### src/rtl/anomaly_pkg.sv
// Shared definitions for the anomaly-detection datapath (isolation-tree core,
// sensor input buffer, result buffer).
// A result record is {anomaly, score}: the score sits in the low bits and the
// anomaly flag is the single bit directly above it.
package anomaly_pkg;

   localparam int DEF_SCORE_W = 8;

   // Width of a packed result record for a given score width.
   function automatic int rec_width(input int score_w);
      return score_w + 1;
   endfunction

   // Bit position of the anomaly flag inside a packed result record.
   function automatic int anomaly_bit(input int score_w);
      return score_w;
   endfunction

endpackage

### src/rtl/anomaly_result_buffer_if.sv
// Result-in / result-out handshake bundle for anomaly_result_buffer.
//   result_valid/result_score/result_anomaly : one-cycle result strobe from the tree
//   out_valid/out_ready/out_score/out_anomaly: valid/ready stream to the consumer
// master = producer + consumer side (drives results and out_ready),
// slave  = the buffer itself.
interface anomaly_result_buffer_if
   import anomaly_pkg::*;
#(
   parameter int SCORE_W = DEF_SCORE_W
);
   logic               result_valid;
   logic [SCORE_W-1:0] result_score;
   logic               result_anomaly;
   logic               out_ready;
   logic               out_valid;
   logic [SCORE_W-1:0] out_score;
   logic               out_anomaly;

   modport master (
      output result_valid, result_score, result_anomaly, out_ready,
      input  out_valid, out_score, out_anomaly
   );

   modport slave (
      input  result_valid, result_score, result_anomaly, out_ready,
      output out_valid, out_score, out_anomaly
   );
endinterface

### src/rtl/sync_fifo_ctrl.sv
// Pointer/occupancy control for a circular FIFO of DEPTH (power of two) entries.
// Ports: clk, reset (async, active low), push_req/pop_req (raw requests),
// push_en/pop_en (qualified), wr_ptr/rd_ptr, count (0..DEPTH), full, empty.
// A push is accepted when full only if a pop happens in the same cycle.
module sync_fifo_ctrl #(
   parameter int DEPTH = 4
) (
   input  logic                     clk,
   input  logic                     reset,
   input  logic                     push_req,
   input  logic                     pop_req,
   output logic                     push_en,
   output logic                     pop_en,
   output logic [$clog2(DEPTH)-1:0] wr_ptr,
   output logic [$clog2(DEPTH)-1:0] rd_ptr,
   output logic [$clog2(DEPTH):0]   count,
   output logic                     full,
   output logic                     empty
);
   localparam int PTR_W = $clog2(DEPTH);
   localparam int CW    = PTR_W + 1;

   logic [PTR_W-1:0] wr_ptr_q, wr_ptr_d;
   logic [PTR_W-1:0] rd_ptr_q, rd_ptr_d;
   logic [CW-1:0]    count_q, count_d;

   always_comb begin
      empty    = (count_q == '0);
      full     = (count_q == CW'(DEPTH));
      pop_en   = pop_req && !empty;
      push_en  = push_req && (!full || pop_en);
      wr_ptr_d = push_en ? wr_ptr_q + PTR_W'(1) : wr_ptr_q;
      rd_ptr_d = pop_en  ? rd_ptr_q + PTR_W'(1) : rd_ptr_q;
      count_d  = count_q;
      case ({push_en, pop_en})
         2'b10:   count_d = count_q + CW'(1);
         2'b01:   count_d = count_q - CW'(1);
         default: count_d = count_q;
      endcase
   end

   always_ff @(posedge clk or negedge reset) begin
      if (!reset) begin
         wr_ptr_q <= '0;
         rd_ptr_q <= '0;
         count_q  <= '0;
      end else begin
         wr_ptr_q <= wr_ptr_d;
         rd_ptr_q <= rd_ptr_d;
         count_q  <= count_d;
      end
   end

   assign wr_ptr = wr_ptr_q;
   assign rd_ptr = rd_ptr_q;
   assign count  = count_q;
endmodule

### src/rtl/anomaly_result_buffer.sv
// Buffers isolation-tree results ({anomaly, score}) in a small circular FIFO
// and presents them to a downstream consumer over valid/ready.
// Ports: clk, reset (async, active low), bus (slave: result strobe in,
// out stream), clear_status (sync clear of overflow/drop_count), fifo_count,
// fifo_full, fifo_empty, overflow (sticky), drop_count (saturating).
// Results arriving while full with no simultaneous pop are dropped and counted.
module anomaly_result_buffer
   import anomaly_pkg::*;
#(
   parameter int DEPTH   = 4,
   parameter int SCORE_W = DEF_SCORE_W,
   parameter int CNT_W   = 8
) (
   input  logic                   clk,
   input  logic                   reset,
   anomaly_result_buffer_if.slave bus,
   input  logic                   clear_status,
   output logic [$clog2(DEPTH):0] fifo_count,
   output logic                   fifo_full,
   output logic                   fifo_empty,
   output logic                   overflow,
   output logic [CNT_W-1:0]       drop_count
);
   localparam int PTR_W = $clog2(DEPTH);
   localparam int REC_W = rec_width(SCORE_W);
   localparam int A_BIT = anomaly_bit(SCORE_W);

   logic             push_en, pop_en, drop;
   logic [PTR_W-1:0] wr_ptr, rd_ptr;
   logic [REC_W-1:0] wr_rec_d, head_rec;
   logic [REC_W-1:0] mem_q [DEPTH];
   logic             overflow_q, overflow_d;
   logic [CNT_W-1:0] drop_count_q, drop_count_d;

   sync_fifo_ctrl #(.DEPTH(DEPTH)) u_ctrl (
      .clk      (clk),
      .reset    (reset),
      .push_req (bus.result_valid),
      .pop_req  (bus.out_ready),
      .push_en  (push_en),
      .pop_en   (pop_en),
      .wr_ptr   (wr_ptr),
      .rd_ptr   (rd_ptr),
      .count    (fifo_count),
      .full     (fifo_full),
      .empty    (fifo_empty)
   );

   always_comb begin
      wr_rec_d = {bus.result_anomaly, bus.result_score};
      drop     = bus.result_valid && !push_en;
      overflow_d   = overflow_q;
      drop_count_d = drop_count_q;
      // clear has priority over a drop in the same cycle
      if (clear_status) begin
         overflow_d   = 1'b0;
         drop_count_d = '0;
      end else if (drop) begin
         overflow_d = 1'b1;
         if (drop_count_q != '1) drop_count_d = drop_count_q + CNT_W'(1);
      end
   end

   // Storage needs no reset: output is masked to zero while empty.
   always_ff @(posedge clk) begin
      if (push_en) mem_q[wr_ptr] <= wr_rec_d;
   end

   always_ff @(posedge clk or negedge reset) begin
      if (!reset) begin
         overflow_q   <= 1'b0;
         drop_count_q <= '0;
      end else begin
         overflow_q   <= overflow_d;
         drop_count_q <= drop_count_d;
      end
   end

   always_comb begin
      head_rec        = fifo_empty ? '0 : mem_q[rd_ptr];
      bus.out_valid   = !fifo_empty;
      bus.out_score   = head_rec[SCORE_W-1:0];
      bus.out_anomaly = head_rec[A_BIT];
   end

   assign overflow   = overflow_q;
   assign drop_count = drop_count_q;
endmodule

### src/flat_wrapper.sv
// flat-port wrapper written by rule: the top's interface ports become plain ports
module anomaly_result_buffer_flat import anomaly_pkg::*;
#(
   parameter int DEPTH   = 4,
   parameter int SCORE_W = DEF_SCORE_W,
   parameter int CNT_W   = 8
)
  (clk, reset, clear_status, fifo_count, fifo_full, fifo_empty, overflow, drop_count, bus_result_valid, bus_result_score, bus_result_anomaly, bus_out_ready, bus_out_valid, bus_out_score, bus_out_anomaly);
  anomaly_result_buffer_if #(.SCORE_W(SCORE_W)) bus_i ();
  input  logic clk;
  input  logic reset;
  input  logic clear_status;
  output logic [$clog2(DEPTH):0] fifo_count;
  output logic fifo_full;
  output logic fifo_empty;
  output logic overflow;
  output logic [CNT_W-1:0] drop_count;
  input wire logic [$bits(bus_i.result_valid)-1:0] bus_result_valid;
  input wire logic [$bits(bus_i.result_score)-1:0] bus_result_score;
  input wire logic [$bits(bus_i.result_anomaly)-1:0] bus_result_anomaly;
  input wire logic [$bits(bus_i.out_ready)-1:0] bus_out_ready;
  output wire logic [$bits(bus_i.out_valid)-1:0] bus_out_valid;
  output wire logic [$bits(bus_i.out_score)-1:0] bus_out_score;
  output wire logic [$bits(bus_i.out_anomaly)-1:0] bus_out_anomaly;
  assign bus_i.result_valid = bus_result_valid;
  assign bus_i.result_score = bus_result_score;
  assign bus_i.result_anomaly = bus_result_anomaly;
  assign bus_i.out_ready = bus_out_ready;
  assign bus_out_valid = bus_i.out_valid;
  assign bus_out_score = bus_i.out_score;
  assign bus_out_anomaly = bus_i.out_anomaly;
  anomaly_result_buffer #(.DEPTH(DEPTH), .SCORE_W(SCORE_W), .CNT_W(CNT_W)) u_core (.clk(clk), .reset(reset), .bus(bus_i), .clear_status(clear_status), .fifo_count(fifo_count), .fifo_full(fifo_full), .fifo_empty(fifo_empty), .overflow(overflow), .drop_count(drop_count));
endmodule
### config.mk
export PLATFORM = sky130hd
export DESIGN_NAME = anomaly_result_buffer_flat
export DESIGN_NICKNAME = d
export VERILOG_FILES = /design/src/rtl/anomaly_pkg.sv /design/src/rtl/anomaly_result_buffer_if.sv /design/src/rtl/sync_fifo_ctrl.sv /design/src/rtl/anomaly_result_buffer.sv /design/src/flat_wrapper.sv
export SDC_FILE = /design/constraint.sdc
export NUM_CORES = 1
export LEC_CHECK = 0
export ABC_AREA = 1
export BUFFER_PORTS_ARGS = -buffer_cell sky130_fd_sc_hd__buf_2
export CORE_AREA = 4 4 83 85
export CTS_CLUSTER_DIAMETER = 120
export DETAILED_ROUTE_END_ITERATION = 16
export DIE_AREA = 0 0 87 89
export PLACE_DENSITY = 0.61
export SYNTH_ARGS = -nofsm -noshare
export SYNTH_HDL_FRONTEND = slang
export SYNTH_HIERARCHICAL = 1
export SYNTH_SLANG_ARGS = --single-unit
### constraint.sdc
create_clock -name clk -period 2.3 [get_ports clk]
set_clock_uncertainty 0.2 [all_clocks]
set_input_delay 0.115 -clock clk [delete_from_list [all_inputs] [get_ports clk]]
set_output_delay 0.115 -clock clk [all_outputs]
set_load 0.01 [all_outputs]
Word-level counts from Yosys, hierarchy flattened
Memory sizes are Yosys's and may differ from the RTL's.
Index checks and enable logic that the tools add are counted.
{"block": "op_classes", "add_sub_neg": 5, "multipliers": 0, "div_mod_pow": 0, "n_lt_le_gt_ge": 0, "n_eq_ne": 4, "shifts": 0, "mux": 9, "bitwise_logic": 0, "n_reduce_logical": 12}
{"operator": "2-to-1 mux 8 bit", "count": 3}
{"operator": "2-to-1 mux 9 bit", "count": 1}
{"operator": "adder 8 x 1 -> 8 bit, second input constant", "count": 1}
{"operator": "!= test 8 bit, second input constant", "count": 1}
{"operator": "one-hot mux 3 bit (2 select lines)", "count": 1}
{"operator": "nonzero test 2 bit", "count": 3}
{"operator": "adder 2 x 1 -> 2 bit, second input constant", "count": 2}
{"operator": "2-to-1 mux 1 bit", "count": 4}
{"operator": "adder 3 x 1 -> 3 bit, second input constant", "count": 1}
{"operator": "equality test 3 bit, second input constant", "count": 1}
{"operator": "logical AND 1 bit", "count": 3}
{"operator": "logical NOT 1 bit", "count": 3}
{"operator": "logical NOT 3 bit", "count": 1}
{"operator": "subtractor 3 x 1 -> 3 bit, second input constant", "count": 1}
{"operator": "equality test 2 x 1 -> 1 bit, second input constant", "count": 1}
{"operator": "equality test 2 bit, second input constant", "count": 1}
{"operator": "AND reduction 2 bit", "count": 1}
{"operator": "logical OR 1 bit", "count": 1}
{"block": "totals", "regBits": 16, "latch_bits": 0, "mem_bits_rw": 36, "mem_bits_ro": 0, "memories": 1}
{"memory": "u_core.mem_q", "words": 4, "width": 9, "read_ports": 1, "rd_clocked_by_memory_dff": 0, "wr": 1, "line_no": "anomaly_result_buffer.sv:31", "source": "logic [REC_W-1:0] mem_q [DEPTH];"}

Depth between registers and ports, before layout
Gate-level depths: netlist of run 1.
{"block": "logic_depth", "ltp_word": 9, "ltp_mapped": 13}

Hierarchy
Netlist of run 1, hierarchy kept.
{"mod": "anomaly_result_buffer", "n_inst": 1, "cells_each": 190, "area_per_inst_um2": 1973.1, "seq_area_each_um2": 1306.3}
{"mod": "sync_fifo_ctrl", "n_inst": 1, "cells_each": 49, "area_per_inst_um2": 400.4, "seq_area_each_um2": 175.2}

Worst setup path after synthesis of run 1
Ideal clock, no wire load.
{"block": "synth_path", "path_kind": "reg2reg", "startpoint": "register u_core.u_ctrl.count_q[0], in the netlist u_core/u_ctrl/count[0]", "endpoint": "memory u_core/mem_q[0][0] (netlist bit) (enable)", "setup_time_ns": 0.387, "arrival_ns": 1.550, "required_ns": 1.713, "setup_slack_ns": 0.164, "path_stages_with_launch": 9, "n_path_buf": 0, "synth_period_minus_slack_ns": 2.136, "path_cell_list": "dfrtp_1 > nor2_2 > nand2_2 > inv_2 > nand2_1 > nand2_1 > inv_1 > inv_2 > nor3_1"}
{"block": "synth_via", "word_cells_on_any_way": 9, "cone_classes": "1 x eq/ne; 2 x mux; 6 x reduce/logical"}
{"element": "start: declaration", "line_no": "sync_fifo_ctrl.sv:25", "source": "logic [CW-1:0] count_q, count_d;"}
{"element": "start signal: assignment", "line_no": "sync_fifo_ctrl.sv:50", "source": "count_q <= count_d;"}
{"element": "equality test 3 bit", "line_no": "sync_fifo_ctrl.sv:29", "source": "full = (count_q == CW'(DEPTH));"}
{"element": "net fifo_full", "line_no": "flat_wrapper.sv:14", "source": "output logic fifo_full;"}
{"element": "logical NOT 1 bit", "line_no": "sync_fifo_ctrl.sv:31", "source": "push_en = push_req && (!full || pop_en);"}
{"element": "logical OR 1 bit", "line_no": "sync_fifo_ctrl.sv:31"}
{"element": "logical AND 1 bit", "line_no": "sync_fifo_ctrl.sv:31"}
{"element": "net u_core.push_en", "line_no": "anomaly_result_buffer.sv:28", "source": "logic push_en, pop_en, drop;"}
{"element": "2-to-1 mux 1 bit", "line_no": "anomaly_result_buffer.sv:66", "source": "if (push_en) mem_q[wr_ptr] <= wr_rec_d;"}
{"element": "2-to-1 mux 1 bit (implied by the code)", "line_no": "anomaly_result_buffer.sv:66"}
{"element": "end: declaration", "line_no": "anomaly_result_buffer.sv:31"}
The timed path passes the listed nets, and every way through them passes these cells.

Worst setup path after layout of run 1
{"block": "layout_path", "startpoint": "register u_core.u_ctrl.count_q[0], in the netlist u_core/u_ctrl/count[0]", "endpoint": "output bus_out_score[2]"}
{"block": "layout_via", "elab_chain_len": 2}
{"element": "logical NOT 3 bit", "line_no": "sync_fifo_ctrl.sv:28", "source": "empty = (count_q == '0);"}
{"element": "2-to-1 mux 9 bit", "line_no": "anomaly_result_buffer.sv:80", "source": "head_rec = fifo_empty ? '0 : mem_q[rd_ptr];"}
{"element": "end: declaration", "line_no": "flat_wrapper.sv:23", "source": "output wire logic [$bits(bus_i.out_score)-1:0] bus_out_score;"}
No other way between the ends.

==> results.toml, run 1 <==
[setup_path]
arrival_ps = 1650
r2r_slack_ps = 470
crit_fanout = 11
endpoint_kind = "output port"
critPathTopFamily = "buffers and inverters"
critPathLaunchType = "register"
worstPathCellList = "nor2_2 > nand2_2 > inv_1 > a21oi_1 > buf_2"
crit_buf_inv = 2
slowest_delay_ps = 420
cp_slowest_cell = "dfrtp_1"
critical_path_class = "register to output port"
required_ps = 1990

[global_routing]
antenna_found_initial = 0
grt_max_degree = 19
first_global_vias = 1746
grt-ovfl-total = 0
grt_pass1_wl_um = 8050
track_usage_pct = 13.7

[logic_synthesis]
synthCells = 239
ys_ff_latch = 52
synth_area_um2 = 2370
synth_nets = 255
synth_area_per_cell_um2 = 9.93
synth_seq_area_share_pct = 62.4
synth.distinct_cells = 28
yosys_warnings = 6

[power]
irDropWorstVdd_mv = 0.562
p_per_area_nw_per_um2 = 1050
p_total_mw = 3.02
power.leakage_nw = 1.28

[clock_tree]
cts_resized = 0
root_buffer = "clkbuf_8"
clock_path_buffers = 2
htree_num_levels = 2
cts_tree = "yes"
clkLatencyLatePin_ps = 300
clkTransAtPathRegs_ps = 90
clkSinkCount = 52
numCtsBuffers = 5

[sta]
maxSlewViolCount = 0
worst_slew_pin_slew_ps = 447
relSlewSlack_pct = 70.1
clock.fmax_mhz = 508
fin_crit_ps = 1970
setup_viol = 0
rsz0062_at_grt = "false"
finalCritPeriodShare_pct = 85.5
tns_ps = 0
whs_ps = 20.2
worst_slack_ps = 333
finalHoldViolations = 0

[detailed_routing]
detail_route.first_pass.iterations = 4
viasPerCell = 4.67
routed_wl_um = 4810
ant_nets = 0
drc = 0
via_count = 1748
wl_per_cell_um = 12.9
dr.first_iter.drc_count = 42

[job]
max-cap-violations = 0

[floorplanning]
pin_count = 38
die_y_um = 89
fp.dieW_um = 87
initial_core_util_pct = 38.3
die_area_um2 = 7740
fp-row-count = 29
coreArea_um2 = 6200

[place]
place.gp.congestion = 0.784
pre_cts_ws_ps = 466
portBuffers = 37
placed_cell_area_um2 = 2670
placed_cells = 354
hpwl_um = 3400

[final_layout]
layout.nets = 312
final.fill_count = 590
fin_area_um2 = 2880
post-route-util_pct = 46.3
drive_above_1_share_pct = 23.2
final_cells = 374
multi_input_area_um2 = 743
regArea_um2 = 1480
antenna_cells = 0
synthToLayoutAreaGrowth_pct = 21.1

[worst_hold_path]
hold_class = "input port to register"

[status]
status = "finished clean"
==> Yosys cell counts <==
cell type / n / share of area [%]
xor2_1: 4 / 1.5
inv_2: 5 / 0.79
nand4_1: 2 / 0.53
buf_6: 1 / 0.47
buf_2: 1 / 0.21
a21oi_1: 10 / 2.1
o21ai_1: 2 / 0.42
nor2_2: 4 / 1.1
nand3_2: 1 / 0.42
dfrtp_1: 16 / 17
nand2_1: 29 / 4.6
nor3_1: 5 / 1.1
o21ai_0: 18 / 3.8
clkinv_1: 1 / 0.16
nor2_4: 1 / 0.47
nand3_1: 14 / 3.0
ha_1: 1 / 0.53
edfxtp_1: 36 / 46
nand3b_1: 1 / 0.32
nand2_2: 6 / 1.6
clkinv_2: 1 / 0.21
buf_4: 2 / 0.63
nand2_4: 2 / 0.95
nor2_1: 50 / 7.9
o21bai_1: 1 / 0.32
inv_1: 23 / 3.6
clkbuf_1: 1 / 0.16
fa_1: 1 / 0.84
==> worst paths after layout <==
| path | depth (start not counted) | startpoint | end |
|---|---|---|---|
| min | 5 | bus_result_valid | u_core/u_ctrl/count[2]$_DFFE_PN0P_ |
| min in group asynchronous | 2 | reset | u_core/drop_count[7]$_DFFE_PN0P_ |
| max reg2reg | 13 | u_core/u_ctrl/count[0]$_DFFE_PN0P_ | u_core/drop_count[7]$_DFFE_PN0P_ |
| max in group asynchronous | 2 | reset | u_core/u_ctrl/rd_ptr[1]$_DFFE_PN0N_ |
| max | 5 | u_core/u_ctrl/count[0]$_DFFE_PN0P_ | bus_out_score[2] |
| min reg2reg | 2 | u_core/overflow$_DFFE_PN0P_ | u_core/overflow$_DFFE_PN0P_ |
==> sequential cells by signal, summed over array words and instances, names as in the netlist <==
| signal | count |
|---|---|
| u_core/u_ctrl/wr_ptr | 2 |
| u_core/u_ctrl/count | 3 |
| u_core/mem_q | 36 |
| u_core/overflow | 1 |
| u_core/drop_count | 8 |
| u_core/u_ctrl/rd_ptr | 2 |
==> tightest hold or removal path, stage by stage <==
cell	delay, ps
buf_2	130
nand4_1	90
nand3_1	60
nand2_1	60
inv_1	40
==> area by class of cell <==
type                       instances  share of cell area (%)
clock inverter                     1                   0.131
multi-input combinational        152                    25.8
tap                               77                    3.35
clock buffer                       7                    3.00
timing repair buffer              55                    12.2
sequential                        52                    51.5
inverter                          30                    3.96
==> where the power goes <==
part	internal (mW)	switching [mW]	leakage, nW
Combinational	0.446	0.758	0.702
Sequential	1.20	0.0962	0.536
Clock	0.242	0.279	0.0459
==> cells in the final DEF, fill, tap and decap left out, types with 2 or more instances in the layout <==
cell / Yosys / layout
nand4_1: 2 / 2
inv_2: 5 / 5
nand2_2: 6 / 6
nor2_1: 50 / 50
inv_1: 23 / 23
buf_2: 1 / 37
a21oi_1: 10 / 10
nand2_1: 29 / 29
dfrtp_1: 16 / 16
nor3_1: 5 / 5
nor2_2: 4 / 4
clkinv_1: 1 / 2
nand3_1: 14 / 14
o21ai_0: 18 / 18
dlygate4sd3_1: 0 / 12
nand2_4: 2 / 2
o21ai_1: 2 / 2
clkbuf_8: 0 / 6
edfxtp_1: 36 / 36
xor2_1: 4 / 4
buf_4: 2 / 6
==> metal layers <==
layer | wire length (um) | track usage (%)
met1 | 2120 | 15.9
met3 | 209 | 2.58
met5 | 0 | 0
met2 | 2410 | 24.9
met4 | 76 | 5.52
==> logic make-up (layout without fill, tap and decap cells) <==
group,Yosys count,count (layout),share of synthesized area (%)
adders and majority gates,2,2,1.37
DFF,52,52,62.4
xor gates and xnor gates,4,4,1.48
and+or+nand+nor,115,115,21.8
AOI/OAI and AO/OA,31,31,6.64
buffers and inverters,35,93,6.27
==> what timing repair did <==
action,4_1_cts,5_1_grt
hold endpoints to repair,61,0
setup buffers,0,0
hold buffers,12,0
No activity file was read; power rests on OpenSTA's default activity.
==> inputs of run 2 (changes only) <==
--- a/config.mk
+++ b/config.mk
@@ -12,6 +12,7 @@
 export DETAILED_ROUTE_END_ITERATION = 16
 export DIE_AREA = 0 0 87 89
 export PLACE_DENSITY = 0.61
+export RECOVER_POWER = 100
 export SYNTH_ARGS = -nofsm -noshare
 export SYNTH_HDL_FRONTEND = slang
 export SYNTH_HIERARCHICAL = 1
==> results.toml, run 2 (synthesized netlist as in run 1, its figures left out) <==
[detailed_routing]
dr.first_iter.drc_count = 52
detail_route.first_pass.iterations = 4
ant_nets = 0
via_count = 1747
wl_per_cell_um = 12.9
drc = 0
routed_wl_um = 4810
viasPerCell = 4.67

[power]
power.leakage_nw = 1.17
p_per_area_nw_per_um2 = 1050
irDropWorstVdd_mv = 0.548
p_total_mw = 2.95

[clock_tree]
numCtsBuffers = 5
clkSinkCount = 52
clock_path_buffers = 2
clkLatencyLatePin_ps = 300
root_buffer = "clkbuf_8"
htree_num_levels = 2
cts_tree = "yes"
cts_setup_buffers = 0
clkTransAtPathRegs_ps = 80

[setup_path]
required_ps = 1990
critPathTopFamily = "buffers and inverters"
cp_slowest_cell = "dfrtp_1"
r2r_slack_ps = 350
critical_path_class = "register to output port"
crit_fanout = 11
endpoint_kind = "output port"
arrival_ps = 1670
worstPathCellList = "nor2_2 > nand2_1 > inv_1 > a21oi_1 > clkbuf_1"
slowest_delay_ps = 430
crit_buf_inv = 2
critPathLaunchType = "register"

[place]
place.gp.congestion = 0.784
pre_cts_ws_ps = 466
portBuffers = 37
placed_cells = 354
hpwl_um = 3400

[sta]
fin_crit_ps = 1980
worst_slew_pin_slew_ps = 929
setup_viol = 0
relSlewSlack_pct = 38.1
worst_slack_ps = 317
rsz0062_at_grt = "false"
clock.fmax_mhz = 504
tns_ps = 0
maxSlewViolCount = 0
finalHoldViolations = 0
whs_ps = 19.3
finalCritPeriodShare_pct = 86.2

[final_layout]
drive_above_1_share_pct = 9.76
layout.cells.most_common_list = "50 x nor2_1, 36 x edfxtp_1, 35 x clkbuf_1"
top_register = "u_core/mem_q"
layout.nets = 312
largest_reg_flops = 36
final_cells = 374
synthToLayoutAreaGrowth_pct = 18.6
antenna_cells = 0
final_common_cell = "nor2_1"

[floorplanning]
die_area_um2 = 7740
initial_core_util_pct = 38.3
die_y_um = 89
fp-row-count = 29
fp.dieW_um = 87
coreArea_um2 = 6200
pin_count = 38

[global_routing]
antenna_found_initial = 0
use_met3_pct = 2.58
grtUsageMet2_pct = 24.9
busiest_layer = "met2"
grt-ovfl-total = 0
first_global_vias = 1746
track_usage_pct = 13.7
grt_max_degree = 19
use_met1_pct = 15.9
grt_pass1_wl_um = 8050

[worst_hold_path]
hold_class = "input port to register"

[status]
status = "finished clean"

[job]
max-cap-violations = 0
==> run 2: cell count changes in the layout (fill, tap and decap cells not counted), moves of 3 or more <==
cell      change
buf_2        -34
clkbuf_1     +34
buf_4         -4
clkbuf_2      +4
inv_1         +3
inv_2         -3
nand2_1       +3
nand2_2       -3
==> run 2: cell type report <==
cell class | instances | area, um^2
Clock inverter | 1 | 3.75
Multi-Input combinational cell | 152 | 736
Fill cell | 608 | 3390
Clock buffer | 7 | 86.3
Tap cell | 77 | 96.3
Sequential cell | 52 | 1480
Timing Repair Buffer | 55 | 298
Inverter | 30 | 114
==> run 2: tightest hold or removal path: stages <==
cell and delay, ps:
buf_2 130, nand4_1 90, nand3_1 60, nand2_1 60, inv_1 30
==> run 2: per-layer routing <==
metal  routed length [um]  part of all wire (%)
met1                 2160                    45
met2                 2340                    49
met3                  221                   4.6
met4                   76                   1.6
met5                    0                     0
==> run 2: where the power goes <==
part           internal, mW  switching [mW]
clock network         0.242           0.281
logic                 0.376           0.754
registers              1.20          0.0950
total                  1.82            1.13
==> run 2: through the flow <==
step                util [%]  cell area [um^2]
floorplan                  -              2370
global placement        43.0              2670
detailed placement      43.0              2670
CTS                     46.3              2880
global route            45.4              2820
finish                  45.4              2820
==> run 2: worst paths after layout <==
check	start	end	cells past startpoint
max	u_core/u_ctrl/count[0]$_DFFE_PN0P_	bus_out_score[2]	5
min	bus_result_valid	u_core/u_ctrl/count[2]$_DFFE_PN0P_	5
max reg2reg	u_core/u_ctrl/count[0]$_DFFE_PN0P_	u_core/drop_count[7]$_DFFE_PN0P_	13
min reg2reg	u_core/overflow$_DFFE_PN0P_	u_core/overflow$_DFFE_PN0P_	2
max in group asynchronous	reset	u_core/u_ctrl/rd_ptr[1]$_DFFE_PN0N_	2
min in group asynchronous	reset	u_core/drop_count[7]$_DFFE_PN0P_	2
==> run 2: timing repair <==
item,in CTS,in global routing
gates resized for setup,0,0
setup endpoints to repair,0,0
hold buffers,12,0
endpoints found under the hold margin,61,0
==> inputs of run 3 (changes only) <==
--- a/config.mk
+++ b/config.mk
@@ -11,7 +11,8 @@
 export CTS_CLUSTER_DIAMETER = 120
 export DETAILED_ROUTE_END_ITERATION = 16
 export DIE_AREA = 0 0 87 89
-export PLACE_DENSITY = 0.61
+export GPL_TIMING_DRIVEN = 0
+export PLACE_DENSITY = 0.54
 export RECOVER_POWER = 100
 export SYNTH_ARGS = -nofsm -noshare
 export SYNTH_HDL_FRONTEND = slang
==> results.toml, run 3 (synthesized netlist as in run 1, its figures left out) <==
[floorplanning]
initial_core_util_pct = 38.3
pin_count = 38
fp.dieW_um = 87
coreArea_um2 = 6200
fp-row-count = 29
die_y_um = 89
die_area_um2 = 7740

[detailed_routing]
wl_met3_um = 224
drt-met1-wl_um = 2250
dr.first_iter.drc_count = 67
drc = 0
viasPerCell = 4.64
detail_route.first_pass.iterations = 4
via_count = 1720
ant_nets = 0
wl_per_cell_um = 13.1
routed_wl_um = 4870
route.met2.wl_um = 2380
highest_layer = "met4"

[worst_hold_path]
hold_class = "input port to register"
min-delay-start = "bus_out_ready"

[clock_tree]
htree_num_levels = 2
cts_setup_buffers = 0
root_buffer = "clkbuf_8"
clkSinkCount = 52
clock_path_buffers = 2
numCtsBuffers = 5
clkTransAtPathRegs_ps = 90
cts_tree = "yes"
clkLatencyLatePin_ps = 300

[global_routing]
grt_max_degree = 17
grt-ovfl-total = 0
first_global_vias = 1685
antenna_found_initial = 0
track_usage_pct = 13.7
grt_pass1_wl_um = 8040

[final_layout]
final_cells = 371
largest_reg_flops = 36
drive_above_1_share_pct = 12.2
top_register = "u_core/mem_q"
synthToLayoutAreaGrowth_pct = 19.7
layout.cells.most_common_list = "50 x nor2_1, 36 x edfxtp_1, 32 x clkbuf_1"
antenna_cells = 0
layout.nets = 309
final_common_cell = "nor2_1"

[place]
placed_cells = 353
place.gp.congestion = 0.766
portBuffers = 37
hpwl_um = 3280

[sta]
maxSlewViolCount = 0
finalCritPeriodShare_pct = 93.2
clock.fmax_mhz = 466
worst_slew_pin_slew_ps = 908
fin_crit_ps = 2140
finalHoldViolations = 0
relSlewSlack_pct = 39.4
setup_viol = 0
rsz0062_at_grt = "false"

[setup_path]
critical_path_class = "register to register"
timing.rr.start = "u_core/u_ctrl/count[0]$_DFFE_PN0P_"
required_ps = 2030
critPathLaunchType = "register"
crit_fanout = 9
startpoint = "u_core/u_ctrl/count[0]$_DFFE_PN0P_"
arrival_ps = 1870
endpoint_kind = "register"

[power]
seq_power_share_pct = 41.8
irDropWorstVdd_mv = 0.620
switching_share_pct = 38.0
power.share.clock_pct = 19.9
p_comb_share_pct = 38.3
p_per_area_nw_per_um2 = 1090
p_total_mw = 3.10
p_int_mw = 1.92
power.leakage_nw = 1.17
p_switching_mw = 1.18

[status]
status = "finished clean"

[job]
max-cap-violations = 0
-- run 3: cell types whose count changed in the layout (fill, tap and decap cells not counted), sizes merged --
cell         change
dlygate4sd3      -1
clkbuf           -7
clkinv           +1
buf              +3
bufinv           +1
-- run 3: what timing repair did --
| item | 4_1_cts | 5_1_grt |
|---|---|---|
| hold endpoints to repair | 60 | 0 |
| resized for setup | 1 | 1 |
| hold buffers | 11 | 0 |
| endpoints found under the setup margin | 9 | 19 |
-- run 3: per-layer routing --
metal  track usage [%]  up-vias
li1                  -      890
met1              17.3      792
met2              23.7       36
met3              3.23        2
met4              3.40        0
met5                 0        -
-- run 3: power by group through the flow --
| stage | logic, mW | clock network [mW] | registers, mW |
|---|---|---|---|
| 2_1_floorplan | 0.798 | 0 | 1.31 |
| 3_3_place_gp | 1.23 | 0 | 1.31 |
| 3_5_place_dp | 1.26 | 0 | 1.31 |
| 4_1_cts | 1.27 | 0.643 | 1.30 |
| 5_1_grt | 1.35 | 0.680 | 1.32 |
| 6_report | 1.19 | 0.615 | 1.29 |
-- run 3: worst paths after layout --
path / to / slack, ps / depth (start not counted)
setup / recovery: u_core/mem_q[1][7]$_DFFE_PP_ / 160 / 8
hold / removal: u_core/u_ctrl/count[2]$_DFFE_PN0P_ / 20 / 5
setup reg to reg: u_core/mem_q[1][7]$_DFFE_PP_ / 160 / 8
hold reg to reg: u_core/u_ctrl/rd_ptr[1]$_DFFE_PN0N_ / 270 / 1
max in group asynchronous: u_core/drop_count[4]$_DFFE_PN0P_ / 1090 / 2
min in group asynchronous: u_core/drop_count[5]$_DFFE_PN0P_ / 250 / 2
-- run 3: final cells by class --
type | count | area (um^2)
fill | 623 | 3360
sequential | 52 | 1480
multi-input combinational | 152 | 754
timing repair buffer | 48 | 255
inverter | 30 | 113
tap | 77 | 96.3
clock buffer | 5 | 68.8
clock inverter | 3 | 42.5
buffer | 4 | 28.8
-- run 3: stage by stage --
stage                     TNS, ps  hold slack, ps  instance area [um^2]  util, %  setup WS [ps]
after floorplan                 0            -381                  2370        -            164
after global placement     -11780            -140                  2660     42.8           -393
after detailed placement    -2430            -140                  2670     43.0           -270
after CTS                       0            2.19                  2900     46.7           33.7
after global routing            0            36.7                  2840     45.8           6.45
final                           0            23.8                  2840     45.8            156
-- run 3: worst max-delay path, cell delays in order, from the launching register on --
cell and delay [ps]:
dfrtp_1 410, nor2_2 70, nand2_2 80, inv_1 60, nand2_1 50, nand2_1 70, inv_1 80, inv_2 80
nor3_2 660
